==> src/rtl/operand_fetch.sv <==
// Decode/operand-fetch stage: scoreboarded hazard stall, RF read drive, output pipeline register.
// Optional same-cycle writeback bypass enabled by defining OPERAND_FETCH_WB_BYPASS_EN.
module operand_fetch (
   input  logic        clk,
   input  logic        rst,
   input  logic        in_valid,
   output logic        in_ready,
   input  logic [15:0] in_instr,
   output logic        rf_cs,
   output logic        rf_rd,
   output logic [2:0]  rf_rdReg1,
   output logic [2:0]  rf_rdReg2,
   input  logic [15:0] rf_rdData1,
   input  logic [15:0] rf_rdData2,
   output logic        out_valid,
   input  logic        out_ready,
   output logic [3:0]  out_opcode,
   output logic [2:0]  out_rd,
   output logic        out_wen,
   output logic [15:0] out_op1,
   output logic [15:0] out_op2,
   input  logic        wb_valid,
   input  logic [2:0]  wb_reg,
   input  logic [15:0] wb_data,
   output logic [15:0] stall_cnt
);

   logic [3:0]  opcode;
   logic [2:0]  rd, rs1, rs2;
   logic        reads1, reads2, writes;
   logic        hazard, issue;
   logic [7:0]  busy_q, busy_d, busy_eff;
   logic [15:0] op1, op2_reg;
   logic [15:0] stall_d;

   assign opcode = in_instr[15:12];
   assign rd     = in_instr[11:9];
   assign rs1    = in_instr[8:6];
   assign rs2    = in_instr[5:3];

   assign reads1 = (opcode != 4'h0);
   assign reads2 = ((opcode != 4'h0) && (opcode <= 4'h7)) || (opcode[3:2] == 2'b11);
   assign writes = (opcode != 4'h0) && (opcode <= 4'hB);

   assign rf_cs     = in_valid;
   assign rf_rd     = in_valid;
   assign rf_rdReg1 = rs1;
   assign rf_rdReg2 = rs2;

`ifdef OPERAND_FETCH_WB_BYPASS_EN
   // A writeback landing this cycle unblocks its register and forwards its data.
   assign busy_eff = busy_q & ~(wb_valid ? (8'b1 << wb_reg) : 8'b0);
   assign op1      = (wb_valid && wb_reg == rs1) ? wb_data : rf_rdData1;
   assign op2_reg  = (wb_valid && wb_reg == rs2) ? wb_data : rf_rdData2;
`else
   logic unused_wb_data;
   assign unused_wb_data = ^wb_data;
   assign busy_eff = busy_q;
   assign op1      = rf_rdData1;
   assign op2_reg  = rf_rdData2;
`endif

   assign hazard   = (reads1 & busy_eff[rs1]) | (reads2 & busy_eff[rs2]) | (writes & busy_eff[rd]);
   assign in_ready = !hazard && (!out_valid || out_ready);
   assign issue    = in_valid && in_ready;

   always_comb begin
      busy_d = busy_q;
      if (wb_valid) busy_d[wb_reg] = 1'b0;
      // Issue applied after writeback so a same-cycle set wins.
      if (issue && writes) busy_d[rd] = 1'b1;
   end

   always_comb begin
      stall_d = stall_cnt;
      if (in_valid && hazard && stall_cnt != 16'hFFFF) stall_d = stall_cnt + 16'd1;
   end

   always_ff @(posedge clk) begin
      if (rst) begin
         out_valid  <= 1'b0;
         out_opcode <= 4'h0;
         out_rd     <= 3'd0;
         out_wen    <= 1'b0;
         out_op1    <= 16'h0;
         out_op2    <= 16'h0;
         busy_q     <= 8'h0;
         stall_cnt  <= 16'h0;
      end else begin
         busy_q    <= busy_d;
         stall_cnt <= stall_d;
         if (issue) begin
            out_valid  <= 1'b1;
            out_opcode <= opcode;
            out_rd     <= rd;
            out_wen    <= writes;
            out_op1    <= op1;
            out_op2    <= (opcode[3:2] == 2'b10) ? {{10{in_instr[5]}}, in_instr[5:0]} : op2_reg;
         end else if (out_valid && out_ready) begin
            out_valid <= 1'b0;
         end
      end
   end

endmodule

==> config.mk <==
export PLATFORM = sky130hd
export DESIGN_NAME = operand_fetch
export DESIGN_NICKNAME = d
export VERILOG_FILES = /design/src/rtl/operand_fetch.sv
export SDC_FILE = /design/constraint.sdc
export NUM_CORES = 1
export LEC_CHECK = 0
export ABC_AREA = 1
export BUFFER_PORTS_ARGS = -buffer_cell sky130_fd_sc_hd__buf_2
export CAP_MARGIN = 30
export CORE_MARGIN = 3
export CORE_UTILIZATION = 35
export CTS_CLUSTER_SIZE = 24
export DETAILED_ROUTE_END_ITERATION = 10
export SETUP_SLACK_MARGIN = 0.05
export SLEW_MARGIN = 0
export SYNTH_ARGS = -nofsm -noshare
export SYNTH_HDL_FRONTEND = slang
export SYNTH_SLANG_ARGS = --single-unit
==> constraint.sdc <==
create_clock -name clk -period 4.4 [get_ports clk]
set_input_delay 0.22 -clock clk [delete_from_list [all_inputs] [get_ports clk]]
set_output_delay 0.22 -clock clk [all_outputs]
set_load 0.01 [all_outputs]
Yosys cells after proc, flatten, opt, wreduce, memory -nomap -nowiden
Cells that the tools add are included.
- bits in registers: 65
- output and inout port bits: 66
- logic and storage cells: 59
- add/sub/neg operators: 1
- order comparisons: 8
- eq/ne operators: 3
- mux-type cells: 15
- bitwise logic cells: 8
- reductions and logical operators: 16
- operators with widths (kind ; number):
    16-bit by 1-bit adder with 16-bit output (second input constant) ; 1
    3-bit by 4-bit < comparator with 1-bit output (second input constant) ; 4
    16-bit two-way mux ; 1
    8-bit two-way mux ; 2
    16-bit inequality test (second input constant) ; 1
    1-bit logical AND ; 10
    1-bit binary-select mux with 3-bit select ; 3
    8-bit bitwise AND ; 1
    8-bit inverter ; 1
    8-bit OR ; 1
    1-bit two-way mux ; 7
    1-bit demux with 3-bit select ; 2
    3-bit by 1-bit greater-or-equal comparator with 1-bit output (second input constant) ; 2
    2-bit equality test (second input constant) ; 2
    4-bit by 3-bit less-or-equal comparator with 1-bit output (second input constant) ; 1
    4-bit less-or-equal comparator (second input constant) ; 1
    4-bit nonzero test ; 1
    1-bit bitwise AND ; 3
    1-bit zero test ; 2
    1-bit logical OR ; 2
    1-bit OR ; 2
    2-bit nonzero test ; 1

Longest topological paths before layout
Gate-level depths: netlist (run 1).
- depth after elaboration: 11
- mapped depth: 16

Worst setup path after synthesis (run 1)
No wires, ideal clock.
- path kind: flip-flop to flip-flop
- from: register stall_cnt[1]
- to: register stall_cnt[13]
- setup time: 70 ps
- arrival time: 1692 ps
- data required time: 4330 ps
- path slack: 2637 ps
- cell stages (with the launch flop): 9
- path through: dfxtp_1 -> ha_1 -> nand2_1 -> nor3_2 -> nand4_1 -> nand3_2 -> buf_4 -> nand2_1 -> a21oi_1
- cells in the longest elaborated chain, start to end: 2
- ends and longest elaborated chain (element ; RTL line ; text):
    from (decl) ; 25 ; output logic [15:0] stall_cnt
    from (signal assigned) ; 91 ; stall_cnt <= stall_d;
    branches (longest 2 deep; another with 16-bit by 1-bit adder with 16-bit output) ; n/a ;
Several ways; the timed one is not identified.
A chain may end at the register's enable or synchronous reset.

Worst setup path in the final report (run 1)
- from: register stall_cnt[0]
- to: register stall_cnt[0]
The elaborated chain is that of the path after synthesis.

==> results of run 1 <==
==> cells by family after synthesis <==
kind of cell | after synthesis
AO/OA/AOI/OAI | 73
adder cells (fa/ha/maj) | 1
buffers and inverters | 70
AND/OR/NAND/NOR | 268
flip-flops | 65
XOR/XNOR | 14
==> placed cells by master (no fill, tap or decap), drive strengths merged, types with 2 or more instances in the layout <==
cell	Yosys	final
nand3b	2	2
buf	22	122
nand2	115	115
nor2	93	93
clkinv	1	4
xor2	8	8
nor3	13	13
dfxtp	65	65
nand4	23	23
clkbuf	11	9
clkinvlp	0	3
nand3	21	21
a21oi	24	24
inv	36	36
xnor2	6	6
o21ai	48	48
==> through the flow <==
step / util / instances / hold WS (ns) / power [mW] / setup WS [ns]
after floorplan: - / 491 / 0.289 / 0.828 / 2.64
after global placement: 0.431 / 688 / 0.452 / 0.911 / 1.84
after detailed placement: 0.431 / 688 / 0.459 / 0.916 / 1.80
after CTS: 0.453 / 704 / 0.0987 / 1.42 / 1.85
after global routing: 0.453 / 704 / 0.107 / 1.49 / 1.53
final: 0.453 / 704 / 0.108 / 1.40 / 1.80
==> flip-flops by register name (all words and copies together) (netlist names) <==
signal	flops
out_rd	3
out_op2	16
out_wen	1
stall_cnt	16
out_opcode	4
out_op1	16
busy_eff	8
out_valid	1
==> synth_stat cells, types with 2 or more instances <==
cell,n,area (um^2)
a21oi_1,24,120
buf_2,7,35.0
buf_4,10,75.1
buf_6,4,45.0
clkbuf_1,11,41.3
dfxtp_1,65,1300
inv_1,32,120
inv_2,3,11.3
nand2_1,114,428
nand3_1,19,95.1
nand3b_1,2,15.0
nand4_1,23,144
nor2_1,92,345
nor3_1,12,60.1
o21ai_0,36,180
o21ai_1,12,60.1
xnor2_1,6,52.6
xor2_1,8,70.1
==> worst max-delay path: stages (launching register included) <==
cell and delay, ns:
dfxtp_1 0.41, ha_1 0.21, nand2_1 0.10, nor3_2 0.38, nand4_1 0.64, nand3_2 0.52
o21ai_0 0.13, a21oi_1 0.14
==> per-layer routing <==
metal  wire, um  track usage  part of all wire  vias to the layer above
met5          0            0                 0                        -
met4         86       0.0468            0.0094                        0
li1           -            -                 -                     1779
met1       4450        0.225              0.49                     1532
met3        535       0.0480             0.058                        9
met2       4080        0.284              0.45                      102
==> power by group through the flow <==
stage | Clock (mW) | Combinational, mW | Sequential (mW)
after detailed placement | 0 | 0.254 | 0.662
after floorplan | 0 | 0.149 | 0.680
after global routing | 0.547 | 0.286 | 0.654
after global placement | 0 | 0.251 | 0.660
final | 0.502 | 0.252 | 0.648
after CTS | 0.514 | 0.255 | 0.648
==> worst min-delay path by stage <==
stage	slack, ns	to	cells past startpoint	startpoint
floorplan	0.29	busy_eff[7]	1	rst
global placement	0.45	out_wen	2	out_wen
detailed placement	0.46	out_wen	2	out_wen
CTS	0.1	out_op1[11]	3	rf_rdData1[11]
global route	0.11	out_op1[11]	3	rf_rdData1[11]
finish	0.11	out_op1[11]	3	rf_rdData1[11]
==> final cells by class <==
class	instances	area, um^2	area share
clock inverter	7	71.3	0.0176
sequential	65	1300	0.322
clock buffer	9	124	0.0306
inverter	37	141	0.0350
multi-input combinational	356	1660	0.410
timing repair buffer	122	613	0.152
tap	108	135	0.0334
==> summary.txt, run 1 <==
Critical path
  – R2R Path Start: stall_cnt[0]
  – Setup crit end: stall_cnt[0]
  – Max FO, Critical Path: 17
  – Crit path capture type: register
  – CP Launch Point: stall_cnt[0]
  – R2R cell count: 7
  – Reg2reg setup slack: 1.80 ns
  – Critical Path AT: 2.87 ns
  – Startpoint Class: register
  – Critical R2R Capture: stall_cnt[0]
  – Required @ worst endpoint: 4.67 ns
  – Crit Path Category: reg2reg

Clocking
  – CTS tree: done
  – Num CTS Buffers: 9
  – H-tree levels: 3
  – Clock Tree Root: clkbuf_8
  – Clk sink count: 65
  – Latest clock arrival within the worst-skew pair: 0.34 ns
  – # resized after CTS: 0
  – Clock transition at path regs: 0.08 ns
  – Post-CTS Setup Repair Bufs: 0
  – Clock buffer depth: 2
  – Hold_buf cts: 0

Logic synthesis
  – Post-synthesis net count: 564
  – XOR/XNOR Fraction of Synth Area: 0.0372
  – Asr flop ratio synth: 0
  – Mapped Cells: 491
  – Largest family of logic cells by synthesized area: simple AND/OR/NAND/NOR gates
  – Synth Cell Area: 0.00330 mm^2
  – Post-synthesis mux area share: 0
  – FF+latch count, synth: 65
  – Post-synth EDFFs: 0
  – Mean Syn Cell Area: 6.72 um^2
  – Compound-Gate Fraction of Synth Area: 0.111
  – Synth warn: 0
  – Synth Flop Type: dfxtp_1
  – Sequential fraction of the synthesis area: 0.394
  – Netlist cell types: 29
  – Simple-gate share of the synthesized area: 0.350
  – Post-Synth Adder-Cell Area: 0.00379

Global route
  – First-pass GRT wire length: 14700 um
  – Vias in the first global route: 3097
  – GRT Total Usage: 0.174
  – GRT overflow: 0
  – Initial antenna violation count: 0
  – Pin count of the biggest net entering global routing: 47

Routing
  – Drt drc: 0
  – Post-DRT Antenna Nets: 0
  – Avg WL per Cell: 13.0 um
  – Vias per std cell: 4.86
  – Initial DRC count: 103
  – Routed via count: 3422
  – WL final: 9150 um
  – DR pass1 iterations: 4

Placement
  – I/O Buffers: 121
  – Gpl congestion: 0.861
  – Placed Area: 0.00385 mm^2
  – HPWL Detailed: 6440 um

Die
  – Rows: 34
  – Die Area: 0.0106 mm^2
  – Core area: 0.00893 mm^2
  – Initial core utilization: 0.369
  – DIE HEIGHT: 103 um
  – IO Pins: 138
  – Width of the die: 103 um

STA
  – Setup-failing EPs final: 0
  – Tmin final: 2.60 ns
  – Maximum clock rate: 385 MHz
  – Slew Viols, Final: 0
  – Period utilization: 0.591
  – Hold Vio Cnt, Final: 0
  – Final TNS setup: 0 ns
  – Slew headroom: 0.545
  – Clock skew: 0.0135 ns
  – RSZ-0062 raised after global routing: false
  – Slew of the pin with the lowest slew margin: 0.680 ns

Cells and area
  – Ratio of cells with drive above 1 in the final layout: 0.247
  – Synth-to-layout area growth: 22.5%
  – Post-route cell area: 0.00404 mm^2
  – Fill cells: 978
  – Antenna diodes: 0
  – Final nets: 664

Pwr
  – Clock power share: 0.358
  – Net Sw Frac: 0.301
  – Pint: 980 uW
  – Sw Pwr: 422 uW
  – Peak VDD IR: 0.000125 V
  – Combinational cell fraction of total power: 0.180
  – Sequential share of power: 0.462
  – Power Density: 347 mW/mm^2
  – LEAKAGE: 1.97 nW

Worst hold path
  – Worst hold path type: in2reg

Job
  – Max_cap viols: 0

Outcome
  – Status: finished, final reports clean
No activity file was read; power rests on OpenSTA's default activity.
==> inputs of run 2 (changes only) <==
clock period = 2.14 ns   (was 4.4 ns; I/O delays follow)
==> run 2 against run 1 <==
  * Design area grew 3.7%
  * Critical endpoint is now out_op2[11]
  * Combinational power grew 110%
  * Via count is essentially flat
  * Setup slack lost 1.5 ns
  * Clock power grew to 2.5 times the previous value
  * Critical path type unchanged
  * Non-clock buffer count grew 10
  * Largest power group unchanged
  * Flip-flop and latch count is the same
  * Fmax grew 44%
  * Largest cell class unchanged
  * Global-route usage shrank 0.14 points
==> summary.txt, run 2 (same netlist as run 1, synthesis figures left out) <==
Critical path
  – Most frequent CP cell: nand2_1
  – Setup crit end: out_op2[11] (was stall_cnt[0])
  – Kind of cell adding the most delay to the critical path: simple AND/OR/NAND/NOR gates (unchanged)
  – CP Launch Point: busy_eff[5] (was stall_cnt[0])
  – Critical Path AT: 2.07 ns (was 2.87 ns)
  – Critical path depth: 13 (was 7)
  – R2R Path Start: busy_eff[5] (was stall_cnt[0])
  – Critical path, cell by cell: nand2_1 > nand2_1 > nand2_1 > nand2_1 > nand2_1 > nand2_1 > nand2_1 > nand3_4 > nor2_4 > nand2_4 > buf_4 > o21ai_0 > nor2_1 (was ha_1 > nand2_1 > nor3_2 > nand4_1 > nand3_2 > o21ai_0 > a21oi_1)
  – CP peak stage delay: 0.39 ns (was 0.64 ns)
  – Max FO, Critical Path: 44 (was 17)
  – Crit Path Category: reg2reg (unchanged)
  – Crit path capture type: register (unchanged)
  – Critical path buffers and inverters: 1 (was 0)
  – Critical R2R Capture: out_op2[11] (was stall_cnt[0])
  – Critical-path top delay cell: dfxtp_1 (was nand4_1)
  – Required @ worst endpoint: 2.40 ns (was 4.67 ns)
  – Reg2reg setup slack: 0.33 ns (was 1.80 ns)
  – R2R cell count: 13 (was 7)
  – Startpoint Class: register (unchanged)

STA
  – RSZ-0062 raised after global routing: true (was false)
  – Maximum clock rate: 553 MHz (was 385 MHz)
  – Hold Vio Cnt, Final: 0 (unchanged)
  – Tmin final: 1.81 ns (was 2.60 ns)
  – Period utilization: 0.845 (was 0.591)
  – Slew headroom: 0.647 (was 0.545)
  – Final hold slack: 0.0155 ns (was 0.108 ns)
  – Slew Viols, Final: 0 (unchanged)
  – Setup-failing EPs final: 0 (unchanged)
  – Slew of the pin with the lowest slew margin: 0.526 ns (was 0.680 ns)
  – Clock skew: 0.0136 ns (was 0.0135 ns)
  – Crit path setup slack, layout: 0.332 ns (was 1.80 ns)
  – Final TNS setup: 0 ns (unchanged)

Clocking
  – Post-CTS Setup Repair Bufs: 0 (unchanged)
  – CTS tree: done (unchanged)
  – Num CTS Buffers: 9 (unchanged)
  – H-tree levels: 3 (unchanged)
  – Clock buffer depth: 2 (unchanged)
  – Clock Tree Root: clkbuf_8 (unchanged)
  – Clk sink count: 65 (unchanged)
  – Latest clock arrival within the worst-skew pair: 0.34 ns (about the same)
  – Clock transition at path regs: 0.07 ns (was 0.08 ns)

Die
  – DIE HEIGHT: 103 um (unchanged)
  – Initial core utilization: 0.369 (unchanged)
  – Width of the die: 103 um (unchanged)
  – IO Pins: 138 (unchanged)
  – Rows: 34 (unchanged)
  – Die Area: 0.0106 mm^2 (unchanged)
  – Core area: 0.00893 mm^2 (unchanged)

Global route
  – GRT overflow: 0 (unchanged)
  – First-pass GRT wire length: 14800 um (was 14700 um)
  – GRT Total Usage: 0.172 (was 0.174)
  – Initial antenna violation count: 0 (unchanged)
  – Pin count of the biggest net entering global routing: 45 (was 47)
  – Vias in the first global route: 3068 (was 3097)

Placement
  – Gpl congestion: 0.877 (was 0.861)
  – I/O Buffers: 121 (unchanged)
  – Placed Area: 0.00388 mm^2 (was 0.00385 mm^2)
  – Pre-CTS setup slack: 0.229 ns (was 1.80 ns)
  – HPWL Detailed: 6500 um (was 6440 um)
  – Cells after DPL: 693 (was 688)

Cells and area
  – Top flop regs: out_op1 x16, out_op2 x16, stall_cnt x16 (unchanged)
  – Commonest non-fill, non-tap cells in the layout: 121 x buf_2, 114 x nand2_1, 92 x nor2_1 (unchanged)
  – Post-route cell area: 0.00419 mm^2 (was 0.00404 mm^2)
  – Final nets: 674 (was 664)
  – Final instance count without filler cells: 714 (was 704)
  – Antenna diodes: 0 (unchanged)
  – Commonest non-fill, non-tap cell in the layout: buf_2 (unchanged)
  – Fin util: 0.469 (was 0.453)
  – Synth-to-layout area growth: 27.1% (was 22.5%)
  – Ratio of cells with drive above 1 in the final layout: 0.249 (was 0.247)

Pwr
  – Power Density: 752 mW/mm^2 (was 347 mW/mm^2)
  – LEAKAGE: 2.06 nW (was 1.97 nW)
  – Peak VDD IR: 0.000338 V (was 0.000125 V)
  – Total power draw: 3.15 mW (was 1.40 mW)

Routing
  – DR pass1 iterations: 4 (unchanged)
  – Initial DRC count: 83 (was 103)
  – Routed via count: 3419 (was 3422)
  – WL final: 9150 um (about the same)
  – Vias per std cell: 4.79 (was 4.86)
  – Drt drc: 0 (unchanged)
  – Avg WL per Cell: 12.8 um (was 13.0 um)
  – Post-DRT Antenna Nets: 0 (unchanged)

Outcome
  – Status: finished, final reports clean (unchanged)

Worst hold path
  – Worst hold path type: in2reg (unchanged)

Job
  – Max_cap viols: 0 (unchanged)
-- run 2: worst min path at each step --
| stage | startpoint | to | slack [ns] | depth (start not counted) |
|---|---|---|---|---|
| after global routing | rf_rdData1[13] | out_op1[13] | 0.03 | 3 |
| after CTS | rf_rdData1[9] | out_op1[9] | 0.001 | 3 |
| after floorplan | rst | busy_eff[7] | 0.18 | 1 |
| after global placement | rf_rdData1[11] | out_op1[11] | 0.34 | 3 |
| after detailed placement | rf_rdData1[11] | out_op1[11] | 0.35 | 3 |
| final | rf_rdData1[13] | out_op1[13] | 0.02 | 3 |
-- run 2: worst min-delay path, stage by stage --
cell and delay, ns:
buf_2 0.08, o21ai_1 0.06, nor2_1 0.07
-- run 2: layout make-up --
type,count,area (um^2)
clock inverter,5,103
timing repair buffer,132,701
clock buffer,11,141
tap,108,135
multi-input combinational,356,1670
sequential,65,1300
fill,933,4740
inverter,37,141
-- run 2: timing repair --
item	4_1_cts	5_1_grt
endpoints found under the setup margin	0	11
hold endpoints to repair	5	0
gates resized for setup	0	2
hold buffers	5	0
-- run 2: power by group --
part / switching [mW] / internal (mW) / leakage, nW
combinational: 0.331 / 0.206 / 1.40
sequential: 0.0423 / 1.29 / 0.532
clock: 0.476 / 0.805 / 0.120
-- run 2: per-layer routing --
| metal | vias to the layer above | global-route usage | routed length, um |
|---|---|---|---|
| li1 | 1793 | - | - |
| met1 | 1522 | 0.237 | 4360 |
| met2 | 96 | 0.271 | 4110 |
| met3 | 8 | 0.0372 | 622 |
| met4 | 0 | 0.0528 | 61 |
| met5 | - | 0 | 0 |
==> inputs of run 3 (changes only) <==
ABC_AREA = 0   (was 1)
clock period = 1.57 ns   (was 2.14 ns; I/O delays follow)
==> run 3 against run 2 <==
  * The run now ends with negative setup slack left
  * Wire length up 5.5%
  * Power up 32%
  * Design area up 20%
  * Flip-flop and latch count unchanged
  * Setup slack worse by 0.95 ns
  * Cell count down 9.5%
  * Hold slack better by 0.033 ns
  * Clock skew down 0.0073 ns
  * Highest routed layer unchanged
  * Largest power group unchanged
==> summary.txt, run 3 <==
Die
  – Die Area: 0.0100 mm^2 (was 0.0106 mm^2)
  – Width of the die: 100 um (was 103 um)
  – DIE HEIGHT: 100 um (was 103 um)
  – IO Pins: 138 (unchanged)
  – Core area: 0.00842 mm^2 (was 0.00893 mm^2)
  – Rows: 33 (was 34)
  – Initial core utilization: 0.368 (was 0.369)

Clocking
  – Latest clock arrival within the worst-skew pair: 0.33 ns (was 0.34 ns)
  – Clock Tree Root: clkbuf_8 (unchanged)
  – Clock buffer depth: 2 (unchanged)
  – Clock transition at path regs: 0.07 ns (about the same)
  – H-tree levels: 3 (unchanged)
  – Num CTS Buffers: 9 (unchanged)
  – Clk sink count: 65 (unchanged)
  – CTS tree: done (unchanged)

Critical path
  – Critical R2R Capture: stall_cnt[4] (was out_op2[11])
  – Critical-path top delay cell: mux4_2 (was dfxtp_1)
  – CP peak stage delay: 0.47 ns (was 0.39 ns)
  – Crit Path Category: reg2reg (unchanged)
  – Critical path, cell by cell: mux4_2 > mux2_4 > and3_4 > nor2_4 > buf_4 > nor4b_4 > mux2_4 (was nand2_1 > nand2_1 > nand2_1 > nand2_1 > nand2_1 > nand2_1 > nand2_1 > nand3_4 > nor2_4 > nand2_4 > buf_4 > o21ai_0 > nor2_1)
  – Required @ worst endpoint: 1.78 ns (was 2.40 ns)
  – CP Launch Point: busy_eff[2] (was busy_eff[5])
  – Crit path capture type: register (unchanged)
  – Startpoint Class: register (unchanged)
  – Setup crit end: stall_cnt[4] (was out_op2[11])
  – R2R Path Start: busy_eff[2] (was busy_eff[5])
  – Max FO, Critical Path: 7 (was 44)
  – Critical Path AT: 2.41 ns (was 2.07 ns)
  – Most frequent CP cell: mux2_4 (was nand2_1)
  – R2R cell count: 7 (was 13)
  – Reg2reg setup slack: -0.62 ns (was 0.33 ns)

Routing
  – WL met1: 4100 um (was 4360 um)
  – Top layer in use: met4 (unchanged)
  – DR pass1 iterations: 4 (unchanged)
  – Met3 routed wirelength: 596 um (was 622 um)
  – Vias per std cell: 5.12 (was 4.79)
  – Post-DRT Antenna Nets: 0 (unchanged)
  – Drt drc: 0 (unchanged)
  – Initial DRC count: 138 (was 83)
  – WL final: 9660 um (was 9150 um)
  – Routed via count: 3305 (was 3419)
  – Avg WL per Cell: 15.0 um (was 12.8 um)
  – DR WL met2: 4820 um (was 4110 um)

Pwr
  – LEAKAGE: 2.34 nW (was 2.06 nW)
  – Peak VDD IR: 0.000499 V (was 0.000338 V)
  – Power Density: 833 mW/mm^2 (was 752 mW/mm^2)
  – Total power draw: 4.17 mW (was 3.15 mW)

Placement
  – HPWL Detailed: 6830 um (was 6500 um)
  – Gpl congestion: 0.838 (was 0.877)
  – Cells after DPL: 600 (was 693)
  – Pre-CTS setup slack: -0.605 ns (was 0.229 ns)
  – I/O Buffers: 121 (unchanged)

Cells and area
  – Synth-to-layout area growth: 61.6% (was 27.1%)
  – Antenna diodes: 0 (unchanged)
  – Ratio of cells with drive above 1 in the final layout: 0.495 (was 0.249)
  – Final nets: 610 (was 674)
  – Fill cells: 749 (was 933)
  – Commonest non-fill, non-tap cells in the layout: 121 x buf_2, 63 x buf_4, 57 x nor2_1, 57 x dfxtp_1, 33 x mux2i_1 (was 121 x buf_2, 114 x nand2_1, 92 x nor2_1)
  – Fin util: 0.595 (was 0.469)
  – Final instance count without filler cells: 646 (was 714)
  – Top flop regs: out_op1 x16, out_op2 x16, stall_cnt x16 (unchanged)
  – Commonest non-fill, non-tap cell in the layout: buf_2 (unchanged)

STA
  – RSZ-0062 raised after global routing: true (unchanged)
  – Clock skew: 0.00629 ns (was 0.0136 ns)
  – Final hold slack: 0.0485 ns (was 0.0155 ns)
  – Crit path setup slack, layout: -0.622 ns (was 0.332 ns)
  – Maximum clock rate: 456 MHz (was 553 MHz)
  – Slew headroom: 0.505 (was 0.647)
  – Hold Vio Cnt, Final: 0 (unchanged)
  – Slew of the pin with the lowest slew margin: 0.740 ns (was 0.526 ns)
  – Period utilization: 1.40 (was 0.845)
  – Slew Viols, Final: 0 (unchanged)
  – Setup-failing EPs final: 66 (was 0)
  – Tmin final: 2.19 ns (was 1.81 ns)

Global route
  – First-pass GRT wire length: 15400 um (was 14800 um)
  – Pin count of the biggest net entering global routing: 48 (was 45)
  – GRT overflow: 0 (unchanged)
  – Vias in the first global route: 3253 (was 3068)
  – Initial antenna violation count: 0 (unchanged)
  – GRT Total Usage: 0.190 (was 0.172)

Logic synthesis
  – Cell with the most instances after synthesis: dfxtp_1 (was nand2_1)
  – Mapped Cells: 340 (was 491)
  – Post-synthesis net count: 413 (was 564)
  – Asr flop ratio synth: 0 (unchanged)
  – FF+latch count, synth: 65 (unchanged)
  – Netlist cell types: 40 (was 29)
  – Synth Flop Type: dfxtp_1 (unchanged)
  – Mean Syn Cell Area: 9.12 um^2 (was 6.72 um^2)
  – Sequential fraction of the synthesis area: 0.420 (was 0.394)
  – Synth cell count leaders: 65 x dfxtp_1, 59 x nor2_1, 34 x mux2i_1, 16 x a211oi_1 (was 114 x nand2_1, 92 x nor2_1, 65 x dfxtp_1, 36 x o21ai_0, 32 x inv_1)
  – Synth warn: 0 (unchanged)
  – Area leader, netlist: dfxtp_1 (unchanged)
  – Most area-consuming cells after synthesis: dfxtp_1 42%, mux2i_1 11%, nor2_1 7.1% (was dfxtp_1 39%, nand2_1 13%, nor2_1 10%)
  – Synth Cell Area: 0.00310 mm^2 (was 0.00330 mm^2)
  – Yosys top cell area share: 0.420 (was 0.394)
  – Post-synth EDFFs: 0 (unchanged)

Worst hold path
  – Worst hold path type: in2reg (unchanged)

Outcome
  – Failing checks: negative setup slack
  – Status: complete, but fails checks (was finished, final reports clean)

Job
  – Max_cap viols: 0 (unchanged)
-- run 3: power by group --
group | leakage, nW | internal (mW) | switching (mW)
registers | 0.536 | 1.75 | 0.0519
clock network | 0.0957 | 0.814 | 0.623
logic | 1.71 | 0.496 | 0.438
total | 2.34 | 3.06 | 1.11
-- run 3: worst min path at each step --
stage,startpoint,endpoint,slack (ns),cells past startpoint
2_1_floorplan,in_instr[9],busy_eff[0],0.18,1
3_3_place_gp,rf_rdData1[9],out_op1[9],0.31,3
3_5_place_dp,rf_rdData1[14],out_op1[14],0.33,3
4_1_cts,rf_rdData1[15],out_op1[15],0.002,3
5_1_grt,rf_rdData2[11],out_op2[11],0.07,3
6_report,in_instr[12],out_opcode[0],0.05,3
-- run 3: metrics by stage --
stage	area [um^2]	TNS, ns
4_1_cts	4860	-35.04
3_5_place_dp	4320	-32.58
2_1_floorplan	3240	-22.93
6_report	5010	-35.81
3_3_place_gp	4320	-30.90
5_1_grt	5010	-41.26
-- run 3: layer usage --
layer  track usage  up-vias
met3        0.0521       14
li1              -     1617
met4        0.0601        0
met5             0        -
met2         0.322      104
met1         0.234     1570
-- run 3: cell families after synthesis --
group | synth area share
fa+ha+maj | 0.00403
buf+inv | 0.0528
mux | 0.186
xor+xnor | 0.00282
flops | 0.420
compound gates | 0.127
simple gates | 0.208
-- run 3: cell type report --
cell class              count  area [um^2]  share of cell area
clock buffers              13          159              0.0317
flip-flops and latches     65         1310               0.262
inverters                   4         15.0             0.00300
well taps                 105          131              0.0262
multi-input cells         243         1870               0.372
repair buffers            214         1490               0.298
clock inverters             2         37.5             0.00749
-- run 3: timing repair --
| item | CTS | global route |
|---|---|---|
| endpoints found under the setup margin | 66 | 66 |
| resized for setup | 23 | 16 |
| hold endpoints to repair | 15 | 1 |
| setup buffers | 6 | 7 |
| hold buffers | 15 | 1 |
| pin swaps | 15 | 17 |
| gates cloned | 2 | 0 |
-- run 3: critical path, delay by kind of cell, from the launching register on --
| family | cells | cell delay [ns] |
|---|---|---|
| simple gates | 3 | 0.50 |
| mux | 3 | 1.06 |
| buf+inv | 1 | 0.19 |
| flops | 1 | 0.34 |
